--- config.mk ---
export PLATFORM = sky130hd
export DESIGN_NAME = hssi_bridge_rr_arbiter
export DESIGN_NICKNAME = d
export VERILOG_FILES = /design/src/rtl/hssi_bridge_arb_pkg.sv /design/src/rtl/hssi_rr_pick.sv /design/src/rtl/hssi_bridge_rr_arbiter.sv
export SDC_FILE = /design/constraint.sdc
export NUM_CORES = 1
export LEC_CHECK = 0
export ABC_AREA = 1
export BUFFER_PORTS_ARGS = -buffer_cell sky130_fd_sc_hd__buf_2
export CORE_ASPECT_RATIO = 1.4
export CORE_MARGIN = 5
export CORE_UTILIZATION = 47
export DETAILED_ROUTE_END_ITERATION = 7
export PLACE_DENSITY = 0.86
export SETUP_SLACK_MARGIN = 0.1
export SYNTH_ARGS = -nofsm -noshare
export SYNTH_HDL_FRONTEND = slang
export SYNTH_HIERARCHICAL = 1
export SYNTH_SLANG_ARGS = --single-unit
--- constraint.sdc ---
create_clock -name clk -period 4.4 [get_ports clk]
set_clock_uncertainty 0.1 [all_clocks]
set_input_delay 0.88 -clock clk [delete_from_list [all_inputs] [get_ports clk]]
set_output_delay 0.88 -clock clk [all_outputs]
set_load 0.05 [all_outputs]
--- src/rtl/hssi_bridge_arb_pkg.sv ---
// Shared types and the round-robin pick function for the HSSI bridge arbiter.
package hssi_bridge_arb_pkg;

    typedef enum logic {
        ARB_IDLE   = 1'b0,
        ARB_LOCKED = 1'b1
    } arb_state_e;

    localparam int PKT_CNT_WIDTH = 16;
    localparam int MAX_REQ       = 16;
    localparam int MAX_ID_WIDTH  = 4;

    typedef struct packed {
        logic                    found;
        logic [MAX_ID_WIDTH-1:0] idx;
    } rr_pick_t;

    // First set bit of valid at or after ptr, wrapping at num_req. The loop runs
    // from the far end back toward ptr so the nearest candidate is written last.
    function automatic rr_pick_t rr_pick(input logic [MAX_REQ-1:0]      valid,
                                         input logic [MAX_ID_WIDTH-1:0] ptr,
                                         input int                      num_req);
        rr_pick_t res;
        int       j;
        res = '{found: 1'b0, idx: '0};
        for (int k = MAX_REQ - 1; k >= 0; k--) begin
            if (k < num_req) begin
                j = int'(ptr) + k;
                if (j >= num_req) j = j - num_req;
                if (valid[j[3:0]]) begin
                    res.found = 1'b1;
                    res.idx   = j[MAX_ID_WIDTH-1:0];
                end
            end
        end
        return res;
    endfunction

endpackage

--- src/rtl/hssi_rr_pick.sv ---
// Combinational round-robin selector: first valid requester at or after ptr.
module hssi_rr_pick
    import hssi_bridge_arb_pkg::*;
#(
    parameter int NUM_REQ  = 4,
    parameter int ID_WIDTH = 2
) (
    input  logic [NUM_REQ-1:0]  valid,
    input  logic [ID_WIDTH-1:0] ptr,
    output logic                found,
    output logic [ID_WIDTH-1:0] idx
);

    rr_pick_t res;

    always_comb begin
        res = rr_pick(MAX_REQ'(valid), MAX_ID_WIDTH'(ptr), NUM_REQ);
    end

    assign found = res.found;
    assign idx   = ID_WIDTH'(res.idx);

endmodule

--- src/rtl/hssi_bridge_rr_arbiter.sv ---
// Packet-aware round-robin arbiter feeding one registered bridge output stage.
// Define HSSI_BRIDGE_ARB_PKT_CNT_EN to add per-requester completed-packet counters.
module hssi_bridge_rr_arbiter
    import hssi_bridge_arb_pkg::*;
#(
    parameter int NUM_REQ    = 4,
    parameter int DATA_WIDTH = 32,
    parameter int ID_WIDTH   = (NUM_REQ > 1) ? $clog2(NUM_REQ) : 1
) (
    input  logic                          clk,
    input  logic                          reset,
    input  logic [NUM_REQ-1:0]            s_valid,
    input  logic [NUM_REQ*DATA_WIDTH-1:0] s_data,
    input  logic [NUM_REQ-1:0]            s_last,
    output logic [NUM_REQ-1:0]            s_ready,
    output logic                          m_valid,
    output logic [DATA_WIDTH-1:0]         m_data,
    output logic                          m_last,
    output logic [ID_WIDTH-1:0]           m_src_id,
    input  logic                          m_ready,
    output logic                          busy
`ifdef HSSI_BRIDGE_ARB_PKT_CNT_EN
    ,
    output logic [NUM_REQ*PKT_CNT_WIDTH-1:0] pkt_cnt
`endif
);

    arb_state_e            state_q, state_d;
    logic [ID_WIDTH-1:0]   grant_q, grant_d;
    logic [ID_WIDTH-1:0]   rr_ptr_q, rr_ptr_d;
    logic                  m_valid_q, m_valid_d;
    logic [DATA_WIDTH-1:0] m_data_q, m_data_d;
    logic                  m_last_q, m_last_d;
    logic [ID_WIDTH-1:0]   m_src_id_q, m_src_id_d;

    logic                  pick_found;
    logic [ID_WIDTH-1:0]   pick_idx;
    logic                  load;
    logic                  accept;
    logic                  sel_valid;
    logic                  sel_last;
    logic [DATA_WIDTH-1:0] sel_data;

    hssi_rr_pick #(
        .NUM_REQ  (NUM_REQ),
        .ID_WIDTH (ID_WIDTH)
    ) u_pick (
        .valid (s_valid),
        .ptr   (rr_ptr_q),
        .found (pick_found),
        .idx   (pick_idx)
    );

    // Output stage can take a beat when empty or being drained this cycle.
    assign load = ~m_valid_q | m_ready;

    // NOTE: every always_comb output gets a default before any branch, so no path leaves it unassigned and no latch is inferred.
    always_comb begin
        sel_valid = 1'b0;
        sel_last  = 1'b0;
        sel_data  = '0;
        for (int i = 0; i < NUM_REQ; i++) begin
            if (grant_q == ID_WIDTH'(i)) begin
                sel_valid = s_valid[i];
                sel_last  = s_last[i];
                sel_data  = s_data[i*DATA_WIDTH +: DATA_WIDTH];
            end
        end
    end

    // s_ready is built only from registered state and m_ready, never from s_valid.
    always_comb begin
        s_ready = '0;
        if (state_q == ARB_LOCKED && load) begin
            for (int i = 0; i < NUM_REQ; i++) begin
                if (grant_q == ID_WIDTH'(i)) s_ready[i] = 1'b1;
            end
        end
    end

    assign accept = (state_q == ARB_LOCKED) & load & sel_valid;

    always_comb begin
        state_d  = state_q;
        grant_d  = grant_q;
        rr_ptr_d = rr_ptr_q;
        case (state_q)
            ARB_IDLE: begin
                if (pick_found) begin
                    grant_d = pick_idx;
                    state_d = ARB_LOCKED;
                end
            end
            ARB_LOCKED: begin
                if (accept && sel_last) begin
                    state_d  = ARB_IDLE;
                    rr_ptr_d = (grant_q == ID_WIDTH'(NUM_REQ - 1)) ? '0
                                                                     : grant_q + ID_WIDTH'(1);
                end
            end
            default: state_d = ARB_IDLE;
        endcase
    end

    always_comb begin
        m_valid_d  = m_valid_q;
        m_data_d   = m_data_q;
        m_last_d   = m_last_q;
        m_src_id_d = m_src_id_q;
        if (load) begin
            m_valid_d = accept;
            if (accept) begin
                m_data_d   = sel_data;
                m_last_d   = sel_last;
                m_src_id_d = grant_q;
            end
        end
    end

    // NOTE: sequential state uses non-blocking assignments so every flop samples the pre-edge values.
    always_ff @(posedge clk) begin
        if (reset) begin
            state_q    <= ARB_IDLE;
            grant_q    <= '0;
            rr_ptr_q   <= '0;
            m_valid_q  <= 1'b0;
            m_data_q   <= '0;
            m_last_q   <= 1'b0;
            m_src_id_q <= '0;
        end else begin
            state_q    <= state_d;
            grant_q    <= grant_d;
            rr_ptr_q   <= rr_ptr_d;
            m_valid_q  <= m_valid_d;
            m_data_q   <= m_data_d;
            m_last_q   <= m_last_d;
            m_src_id_q <= m_src_id_d;
        end
    end

    assign m_valid  = m_valid_q;
    assign m_data   = m_data_q;
    assign m_last   = m_last_q;
    assign m_src_id = m_src_id_q;
    assign busy     = (state_q == ARB_LOCKED);

`ifdef HSSI_BRIDGE_ARB_PKT_CNT_EN
    logic [PKT_CNT_WIDTH-1:0] pkt_cnt_q [NUM_REQ];
    logic [PKT_CNT_WIDTH-1:0] pkt_cnt_d [NUM_REQ];

    // Counters wrap naturally at their width.
    always_comb begin
        for (int i = 0; i < NUM_REQ; i++) begin
            pkt_cnt_d[i] = pkt_cnt_q[i];
            if (accept && sel_last && grant_q == ID_WIDTH'(i)) begin
                pkt_cnt_d[i] = pkt_cnt_q[i] + PKT_CNT_WIDTH'(1);
            end
        end
    end

    always_ff @(posedge clk) begin
        for (int i = 0; i < NUM_REQ; i++) begin
            if (reset) pkt_cnt_q[i] <= '0;
            else       pkt_cnt_q[i] <= pkt_cnt_d[i];
        end
    end

    for (genvar g = 0; g < NUM_REQ; g++) begin : g_cnt_out
        assign pkt_cnt[g*PKT_CNT_WIDTH +: PKT_CNT_WIDTH] = pkt_cnt_q[g];
    end
`endif

endmodule
==> results of run 1 <==
-- layer usage --
metal	wire length, µm	share of wire (%)
met2	5110	52
met4	284	2.9
met1	3700	38
met5	0	0
met3	674	6.9
-- placed cells by master, fill, tap and decap left out --
cell        n
a21oi_1    41
nand2_2     3
buf_2     179
inv_2       2
o21ai_2     1
nor2_2      2
o211ai_1   32
nand3_2     2
o211ai_2    1
nand3_4     1
dfxtp_1    41
inv_1      24
o21ai_0    22
buf_4       5
nand2_4     3
a21oi_2     1
nor2_1     81
clkinv_2    2
nand2_1   159
o22ai_1     1
nand3_1     8
o21ai_1    15
clkbuf_8    6
a21oi_4     1
ha_1        9
inv_6       1
o21bai_1    1
clkbuf_1    1
-- metrics by stage --
stage	util (%)	instance area, µm²	std cells	hold WS, ns	power [mW]
finish	63.1	3890	717	0.380	1.88
global placement	61.7	3810	710	0.367	1.62
detailed placement	61.7	3810	710	0.367	1.65
floorplan	-	2950	486	0.395	1.38
CTS	63.1	3890	717	0.379	1.90
global route	63.1	3890	717	0.416	2.04
-- critical path, cell delays in order (launching register included) --
cell      delay, ns
dfxtp_1        0.35
inv_1          0.12
ha_1           0.20
clkinv_2       0.41
nor2_1         0.21
buf_2          0.28
-- state kept, by name, summed over array words and instances, names as in the netlist --
name / cells
m_data: 32
grant_q: 2
m_src_id: 2
rr_ptr_q: 2
busy: 1
m_last: 1
m_valid: 1
-- worst paths after layout --
path              slack (ns)                     from  cells after the start                  endpoint
setup / recovery        1.56  grant_q[0]$_SDFFE_PP0P_                      5                s_ready[2]
hold / removal          0.38      m_last$_SDFFE_PP0P_                      2       m_last$_SDFFE_PP0P_
setup reg to reg        2.00  grant_q[0]$_SDFFE_PP0P_                      8  m_src_id[0]$_SDFFE_PP0P_
hold reg to reg         0.38      m_last$_SDFFE_PP0P_                      2       m_last$_SDFFE_PP0P_
-- power groups by stage --
stage                     Sequential, mW  Clock [mW]  Combinational (mW)
final                              0.507       0.241                1.13
after global routing               0.517       0.266                1.26
after CTS                          0.506       0.249                1.14
after detailed placement           0.513           0                1.14
after global placement             0.510           0                1.11
after floorplan                    0.761           0               0.622
-- logic make-up (layout without fill, tap and decap cells) --
group / after synthesis / after routing / share of synthesized area, %
buffers and inverters: 61 / 220 / 9.95
and+or+nand+nor: 259 / 259 / 35.3
AOI/OAI and AO/OA: 116 / 116 / 23.1
adders and majority gates: 9 / 9 / 3.81
DFF: 41 / 41 / 27.8
-- cell type report --
type	count	share of cell area, %
Sequential cell	41	21.1
Multi-Input combinational cell	384	47.4
Inverter	29	2.99
Tap cell	72	2.31
Clock buffer	7	2.22
Timing Repair Buffer	184	24.0
==> metrics.csv, run 1 <==
metric,value,unit
cp-start-kind,flip-flop,
drc,0,
multi_input_area,0.00185,mm²
maxSlewHeadroom,40.4,%
final.setup.tns,0,ns
period_share,64.5,%
routabilityCongestion,0.881,
antenna_found_initial,0,
peakVddDrop,0.217,mV
layout-drive-gt1-share,32.6,%
num_vias,3714,
postCtsHoldBufs,0,
grt_overflow,0,
tritoncts,done,
syn_area,0.00295,mm²
ys_ff_latch,41,
pre_cts_ws,1.76,ns
rsz0062_at_grt,false,
p_per_area,483,mW/mm²
synth_top_area_share,27.8,%
place_hpwl,7420,µm
synthArstFlopShare,0,%
end_kind,primary output,
nFillCells,610,
maxCapViolations,0,
routed_wl,9770,µm
die_w,77.0,µm
grt_util_met1,25.7,%
avgSynthCellArea,6.08,µm²
die_h,104,µm
grt_max_degree,38,
finalMaxSlewViolations,0,
post_drt_via_cell_ratio,5.18,
ant_nets,0,
synth.area.top_cells,"dfxtp_1 (28%), nand2_1 (20%), nor2_1 (10%)",
synth_most_common_cell,nand2_1,
synthFlopType,dfxtp_1,
worst_slew_pin_slew,0.894,ns
status,completed,
post_cts_buffers,0,
numCtsBuffers,5,
io_pins,180,
yosys_warnings,6,
setup_viol,0,
grtUsageMet3,4.69,%
p_seq_share,26.9,%
htreeDepth,2,
arrival,1.86,ns
regArea,821,µm²
num_rows,34,
top_usage_layer,met2,
dieArea,0.00799,mm²
grt_usage,23.8,%
combPwrFrac,60.3,%
crit_fanout,36,
clk_latency,0.28,ns
core-area,0.00617,mm²
grt_pass1_vias,3681,
root_buffer,clkbuf_8,
synth_cell_type_count,28,
grt.met2_usage,44.2,%
hold_path_class,flip-flop to flip-flop,
syn_inst,486,
first_pass_iters,5,
period_needed,2.84,ns
drt_iter0_markers,174,
yosysSeqAreaShare,27.8,%
cts.sinks,41,
portBuffers,179,
synth_edf_count,0,
worstPathRequired,3.42,ns
cts_resized,0,
p_leak,2.15,nW
nNetsFinal,793,
worstSetupPathType,flip-flop to primary output,
grt_first_pass_wirelength,16200,µm
clk_path_buf_depth,2,
antenna_cells,0,
hold_viol_final,0,
swShare,50.9,%
drt-wirelength-per-cell,13.6,µm
p_sw,0.958,mW
worst_slack,1.56,ns
ys_top_cells_by_count,"nand2_1 (159), nor2_1 (81), a21oi_1 (41), dfxtp_1 (41), o211ai_1 (32)",
fmax,352,MHz
initial_core_util,47.9,%
intPower,0.924,mW
cts.clk_slew.worst_paths,0.07,ns
syn_to_final_growth,31.8,%
synth_top_area_cell,dfxtp_1,
syn_nets,634,
power_frac_clock,12.8,%
Note: power is estimated with default switching activity, not from simulation.
==> run 2, diff against run 1 <==
--- a/config.mk
+++ b/config.mk
@@ -5,13 +5,13 @@
 export SDC_FILE = /design/constraint.sdc
 export NUM_CORES = 1
 export LEC_CHECK = 0
-export ABC_AREA = 1
+export ABC_AREA = 0
 export BUFFER_PORTS_ARGS = -buffer_cell sky130_fd_sc_hd__buf_2
 export CORE_ASPECT_RATIO = 1.4
 export CORE_MARGIN = 5
-export CORE_UTILIZATION = 47
+export CORE_UTILIZATION = 41
 export DETAILED_ROUTE_END_ITERATION = 7
-export PLACE_DENSITY = 0.86
+export PLACE_DENSITY = 0.77
 export SETUP_SLACK_MARGIN = 0.1
 export SYNTH_ARGS = -nofsm -noshare
 export SYNTH_HDL_FRONTEND = slang
==> constraint.sdc (replaced) <==
create_clock -name clk -period 2.6 [get_ports clk]
set_clock_uncertainty 0.1 [all_clocks]
set_input_delay 0.52 -clock clk [delete_from_list [all_inputs] [get_ports clk]]
set_output_delay 0.52 -clock clk [all_outputs]
set_load 0.05 [all_outputs]
==> run 2 against run 1 <==
Effect of this change: via count down 5.1%; clock power increased by 100%; hold slack improved by 0.016 ns; synthesized cell count decreased by 24%; routed wire length grew 9.5%; design area grew 12%.
==> metrics.csv, run 2 <==
metric,value,unit,change
ys_top_cells_by_count,"dfxtp_1 (41), nand2_1 (37), inv_1 (36), a211o_1 (32), a221oi_1 (31)",,
die_h,116,µm,+12%
synth_compound_area_share,45.4,%,+22 points
hold_viol_final,0,,unchanged
post_drt_via_cell_ratio,5.62,,+8.5%
worst_slew_pin_slew,0.667,ns,-0.227 ns
synth_most_common_cell,dfxtp_1,,
ant_nets,0,,unchanged
timing.critical_path.buf_inv,3,,unchanged
peakVddDrop,0.290,mV,+34%
tritoncts,done,,
setup_viol,0,,unchanged
first_pass_iters,4,,-1
postCtsHoldBufs,0,,unchanged
syn_nets,515,,-19%
syn_area,0.00330,mm²,+12%
maxCapViolations,0,,unchanged
final_common_cell,buf_2,,
grt_max_degree,71,,+87%
pre_cts_ws,0.0231,ns,-1.74 ns
clk_path_buf_depth,2,,unchanged
largest_reg_flops,32,,unchanged
syn_inst,367,,-24%
antenna_cells,0,,unchanged
synthAdderAreaFrac,3.41,%,-0.40 points
rsz0062_at_grt,false,,
place_hpwl,7830,µm,+5.6%
synth_cell_type_count,51,,+82%
worst_slack,0.217,ns,-1.34 ns
grt_usage,20.0,%,-3.8 points
period_needed,2.38,ns,
mostFrequentLayoutCells,"buf_2 (179), dfxtp_1 (41), nand2_1 (37)",,
finalMaxSlewViolations,0,,unchanged
drc,0,,unchanged
slowest_stage,dfxtp_1,,
combPwrFrac,54.8,%,-5.5 points
p_per_area,657,mW/mm²,+36%
avgSynthCellArea,8.99,µm²,+48%
crit_fanout,45,,+25%
grt_overflow,0,,unchanged
yosysSeqAreaShare,24.9,%,-2.9 points
initial_core_util,42.3,%,-5.6 points
cp_cell_sequence,inv_1 -> ha_2 -> buf_6 -> and3_1 -> buf_2,,
status,completed,,
p_total,2.86,mW,+52%
cp-start-kind,flip-flop,,
routed_wl,10700,µm,+9.5%
synth_top_area_share,24.9,%,-2.9 points
yosys-mux-area-fraction,3.53,%,+3.5 points
swShare,44.4,%,-6.5 points
num_rows,38,,+12%
arrival,1.76,ns,-0.10 ns
antenna_found_initial,0,,unchanged
synth.area.top_cells,"dfxtp_1 (25%), a311oi_2 (13%), a211o_1 (8.5%)",,
synth_edf_count,0,,unchanged
ys_ff_latch,41,,unchanged
syn_to_final_growth,32.0,%,
cts.sinks,41,,unchanged
max_stage_delay,0.35,ns,-0.06 ns
p_sw,1.27,mW,+33%
yosys_warnings,6,,unchanged
fmax,420,MHz,
core-area,0.00780,mm²,+26%
routabilityCongestion,0.770,,-13%
worstSetupPathType,flip-flop to primary output,,
clk_latency,0.29,ns,about the same
drt_iter0_markers,173,,-0.57%
final.setup.tns,0,ns,unchanged
synthFlopType,dfxtp_1,,
synth_top_family_by_area,compound AO/OA/AOI/OAI gates,,
htreeDepth,2,,unchanged
dieArea,0.00997,mm²,+25%
p_leak,2.03,nW,-5.8%
maxSlewHeadroom,55.4,%,+15 points
cts.clk_slew.worst_paths,0.08,ns,about the same
nNetsFinal,675,,-15%
layout-drive-gt1-share,51.8,%,+19 points
worstPathRequired,1.98,ns,-1.44 ns
drt-wirelength-per-cell,17.1,µm,+25%
synthArstFlopShare,0,%,unchanged
grt_first_pass_wirelength,16200,µm,+0.17%
power_frac_clock,17.3,%,+4.5 points
io_pins,180,,unchanged
root_buffer,clkbuf_8,,
numCtsBuffers,5,,unchanged
period_share,91.6,%,
intPower,1.59,mW,+72%
synthXorXnorAreaFrac,0,%,unchanged
synth_top_area_cell,dfxtp_1,,
place_inst,618,,-13%
die_w,85.8,µm,+11%
grt_pass1_vias,3459,,-6.0%
num_vias,3524,,-5.1%
portBuffers,179,,unchanged
critical-path-top-delay-family,buffers and inverters,,
instances_no_fill,627,,-13%
p_seq_share,27.9,%,+1.0 points
synth_simple_gate_area_share,11.6,%,-24 points
end_kind,primary output,,
hold_path_class,flip-flop to flip-flop,,
-- run 2: changes by cell type after synthesis, moves of 28 or more --
| cell | before | now |
|---|---|---|
| a21oi_1 | 41 | 13 |
| o211ai_1 | 32 | 0 |
| nand2_1 | 159 | 37 |
| a221oi_1 | 0 | 31 |
| nor2_1 | 81 | 7 |
| a311oi_2 | 0 | 29 |
| a211o_1 | 0 | 32 |
-- run 2: what timing repair did --
| action | 4_1_cts | 5_1_grt |
|---|---|---|
| cloned | 1 | 0 |
| pin swaps | 1 | 1 |
| endpoints found under the setup margin | 32 | 1 |
| resized for setup | 2 | 0 |
| setup buffers | 0 | 1 |
-- run 2: power by group through the flow --
| stage | combinational [mW] | sequential [mW] | clock (mW) |
|---|---|---|---|
| floorplan | 0.886 | 1.12 | 0 |
| global placement | 1.51 | 0.811 | 0 |
| detailed placement | 1.55 | 0.811 | 0 |
| CTS | 1.57 | 0.798 | 0.508 |
| global route | 1.68 | 0.810 | 0.533 |
| finish | 1.57 | 0.797 | 0.494 |
-- run 2: worst reg2reg max path: cells and delay by family (launching register included) --
| family | cells | cell delay, ns |
|---|---|---|
| flip-flops | 1 | 0.39 |
| adder cells (fa/ha/maj) | 1 | 0.22 |
| multiplexers | 1 | 0.36 |
| buffers and inverters | 2 | 0.30 |
| AO/OA/AOI/OAI | 2 | 0.69 |
| AND/OR/NAND/NOR | 1 | 0.19 |
-- run 2: area by class of cell --
class / count / area (µm²)
tap: 100 / 125
clock inverter: 2 / 35.0
multi-input combinational: 249 / 2140
inverter: 37 / 139
clock buffer: 5 / 68.8
fill: 744 / 3440
timing repair buffer: 193 / 1030
sequential: 41 / 821
-- run 2: final timing paths --
check,from,to,slack [ns],cells after the start
worst min register to register,m_src_id[1]$_SDFFE_PP0P_,m_src_id[1]$_SDFFE_PP0P_,0.40,2
worst max register to register,grant_q[1]$_SDFFE_PP0P_,rr_ptr_q[0]$_SDFFE_PP0P_,0.24,7
worst min-delay path,m_src_id[1]$_SDFFE_PP0P_,m_src_id[1]$_SDFFE_PP0P_,0.40,2
worst max-delay path,grant_q[0]$_SDFFE_PP0P_,s_ready[2],0.22,5
-- run 2: cell families after synthesis --
kind of cell / Yosys count
adders and majority gates: 9
and+or+nand+nor: 77
muxes: 8
buffers and inverters: 78
AOI/OAI and AO/OA: 154
DFF: 41
-- run 2: metrics by stage --
stage | hold slack (ns) | utilization [%] | area, µm²
finish | 0.396 | 55.9 | 4360
global route | 0.420 | 55.9 | 4360
CTS | 0.394 | 55.8 | 4350
detailed placement | 0.387 | 54.2 | 4230
global placement | 0.404 | 54.2 | 4230
floorplan | 0.377 | - | 3300
-- run 2: metal layers --
layer,routed length [µm],global-route usage (%)
met2,5730,38.0
met1,4080,22.4
met5,0,0
met3,729,4.02
met4,152,5.60
==> run 3, diff against run 2 <==
--- a/config.mk
+++ b/config.mk
@@ -12,6 +12,7 @@
 export CORE_UTILIZATION = 41
 export DETAILED_ROUTE_END_ITERATION = 7
 export PLACE_DENSITY = 0.77
+export RECOVER_POWER = 100
 export SETUP_SLACK_MARGIN = 0.1
 export SYNTH_ARGS = -nofsm -noshare
 export SYNTH_HDL_FRONTEND = slang
==> run 3 against run 2 <==
Effect of this change: non-clock buffer count unchanged; power down 3.5%; final cell count unchanged; sequential power about the same; setup slack lost 0.044 ns; sequential share of layout area is 0.94 points higher; design area shrank 4.7%; clock power about the same; die area is the same; via count increased by 1.7%; first-iteration DRC count grew 15%.
==> metrics.csv, run 3 (same netlist as run 2, synthesis figures left out) <==
metric,value,unit,change
reg2reg_depth,7,,unchanged
die_h,116,µm,unchanged
end_kind,primary output,,
place_area,0.00423,mm²,unchanged
routed_wl,10800,µm,+1.4%
worst_slew_pin_slew,0.649,ns,-0.0178 ns
cts.clk_slew.worst_paths,0.08,ns,about the same
mostFrequentLayoutCells,"buf_2 (140), dfxtp_1 (41), clkbuf_1 (38)",,
period_needed,2.43,ns,+0.0445 ns
peakVddDrop,0.280,mV,-3.6%
portBuffers,179,,unchanged
top_usage_layer,met2,,
layout-drive-gt1-share,40.2,%,-12 points
cp-start-kind,flip-flop,,
tritoncts,done,,
hold_viol_final,0,,unchanged
num_vias,3585,,+1.7%
drc,0,,unchanged
drt-wirelength-per-cell,17.3,µm,+1.4%
htreeDepth,2,,unchanged
cts.sinks,41,,unchanged
period_share,93.3,%,+1.7 points
fmax,412,MHz,-1.8%
nNetsFinal,675,,unchanged
status,completed,,
clk_latency,0.29,ns,about the same
grtUsageMet3,4.02,%,unchanged
hold_depth,3,,+1
r2r_setup_slack,0.23,ns,about the same
final_common_cell,buf_2,,
rsz0062_at_grt,false,,
setup_viol,0,,unchanged
dieArea,0.00997,mm²,unchanged
worstPathRequired,1.98,ns,about the same
syn_to_final_growth,25.7,%,
p_total,2.76,mW,-3.5%
arrival,1.81,ns,+0.05 ns
largest_reg_flops,32,,unchanged
drt_iter0_markers,199,,+15%
grt_usage,20.0,%,unchanged
p_leak,1.85,nW,-8.8%
hold_path.startpoint,s_data[116],,
clk_path_buf_depth,2,,unchanged
io_pins,180,,unchanged
whs,0.397,ns,+0.000674 ns
num_rows,38,,unchanged
final_util,53.2,%,-2.6 points
antenna_cells,0,,unchanged
maxCapViolations,0,,unchanged
root_buffer,clkbuf_8,,
r2r_end,m_data[6]$_SDFFE_PP0P_,,
grt_max_degree,71,,unchanged
finalMaxSlewViolations,0,,unchanged
crit_fanout,45,,unchanged
worstSetupPathType,flip-flop to primary output,,
hold_path_class,input pin to flip-flop,,
core-area,0.00780,mm²,unchanged
grt.met2_usage,38.0,%,unchanged
grt_overflow,0,,unchanged
numCtsBuffers,5,,unchanged
first_pass_iters,5,,+1
final.setup.tns,0,ns,unchanged
grt_first_pass_wirelength,16200,µm,unchanged
place_hpwl,7830,µm,unchanged
rr_startpoint,grant_q[0]$_SDFFE_PP0P_,,
die_w,85.8,µm,unchanged
grt_pass1_vias,3459,,unchanged
grt_util_met1,22.4,%,unchanged
routabilityCongestion,0.770,,unchanged
initial_core_util,42.3,%,unchanged
p_per_area,665,mW/mm²,+1.3%
post_drt_via_cell_ratio,5.72,,+1.7%
postCtsHoldBufs,0,,unchanged
antenna_found_initial,0,,unchanged
finalInstanceArea,0.00415,mm²,-4.7%
ant_nets,0,,unchanged
maxSlewHeadroom,56.9,%,+1.5 points
hold_end,m_data[20]$_SDFFE_PP0P_,,
run 3: critical path, stage by stage, from the launching register on:
cell and delay, ns:
dfxtp_1 0.35, inv_1 0.11, ha_1 0.23, buf_6 0.31, and3_1 0.22, clkbuf_2 0.27
run 3: repair_timing:
| action | in CTS | in global routing |
|---|---|---|
| gates cloned | 1 | 0 |
| resized for setup | 2 | 0 |
| endpoints found under the setup margin | 32 | 1 |
| pin swaps | 1 | 1 |
| setup buffers | 0 | 1 |
run 3: worst max path at each step:
stage / start / end / slack [ns] / cells past startpoint
floorplan: grant_q[0]$_SDFFE_PP0P_ / s_ready[3] / 0.23 / 5
finish: grant_q[0]$_SDFFE_PP0P_ / s_ready[2] / 0.17 / 5
global route: grant_q[0]$_SDFFE_PP0P_ / s_ready[3] / 0.06 / 4
detailed placement: grant_q[0]$_SDFFE_PP0P_ / m_data[6]$_SDFFE_PP0P_ / 0.02 / 6
CTS: grant_q[0]$_SDFFE_PP0P_ / s_ready[2] / 0.20 / 5
global placement: grant_q[0]$_SDFFE_PP0P_ / m_data[31]$_SDFFE_PP0P_ / 0.15 / 6
run 3: final cells by class:
class | instances | area [µm²]
clock buffer | 5 | 68.8
clock inverter | 2 | 35.0
fill | 793 | 3650
inverter | 37 | 139
multi-input combinational | 249 | 1990
sequential | 41 | 821
tap | 100 | 125
timing repair buffer | 193 | 971
run 3: metrics by stage:
stage,setup WS (ns),std cells
floorplan,0.232,367
global placement,0.147,618
detailed placement,0.0231,618
CTS,0.204,626
global route,0.0596,627
finish,0.173,627
run 3: where the power goes:
part | internal (mW) | leakage (nW) | switching [mW]
Combinational | 0.520 | 1.46 | 0.944
Sequential | 0.727 | 0.336 | 0.0734
Clock | 0.279 | 0.0540 | 0.217
Total | 1.53 | 1.85 | 1.23
run 3: routing by layer:
| layer | part of all wire [%] | up-vias |
|---|---|---|
| met5 | 0 | - |
| met4 | 1.5 | 0 |
| met3 | 7.4 | 17 |
| met2 | 53 | 157 |
| met1 | 38 | 1698 |
| li1 | - | 1713 |
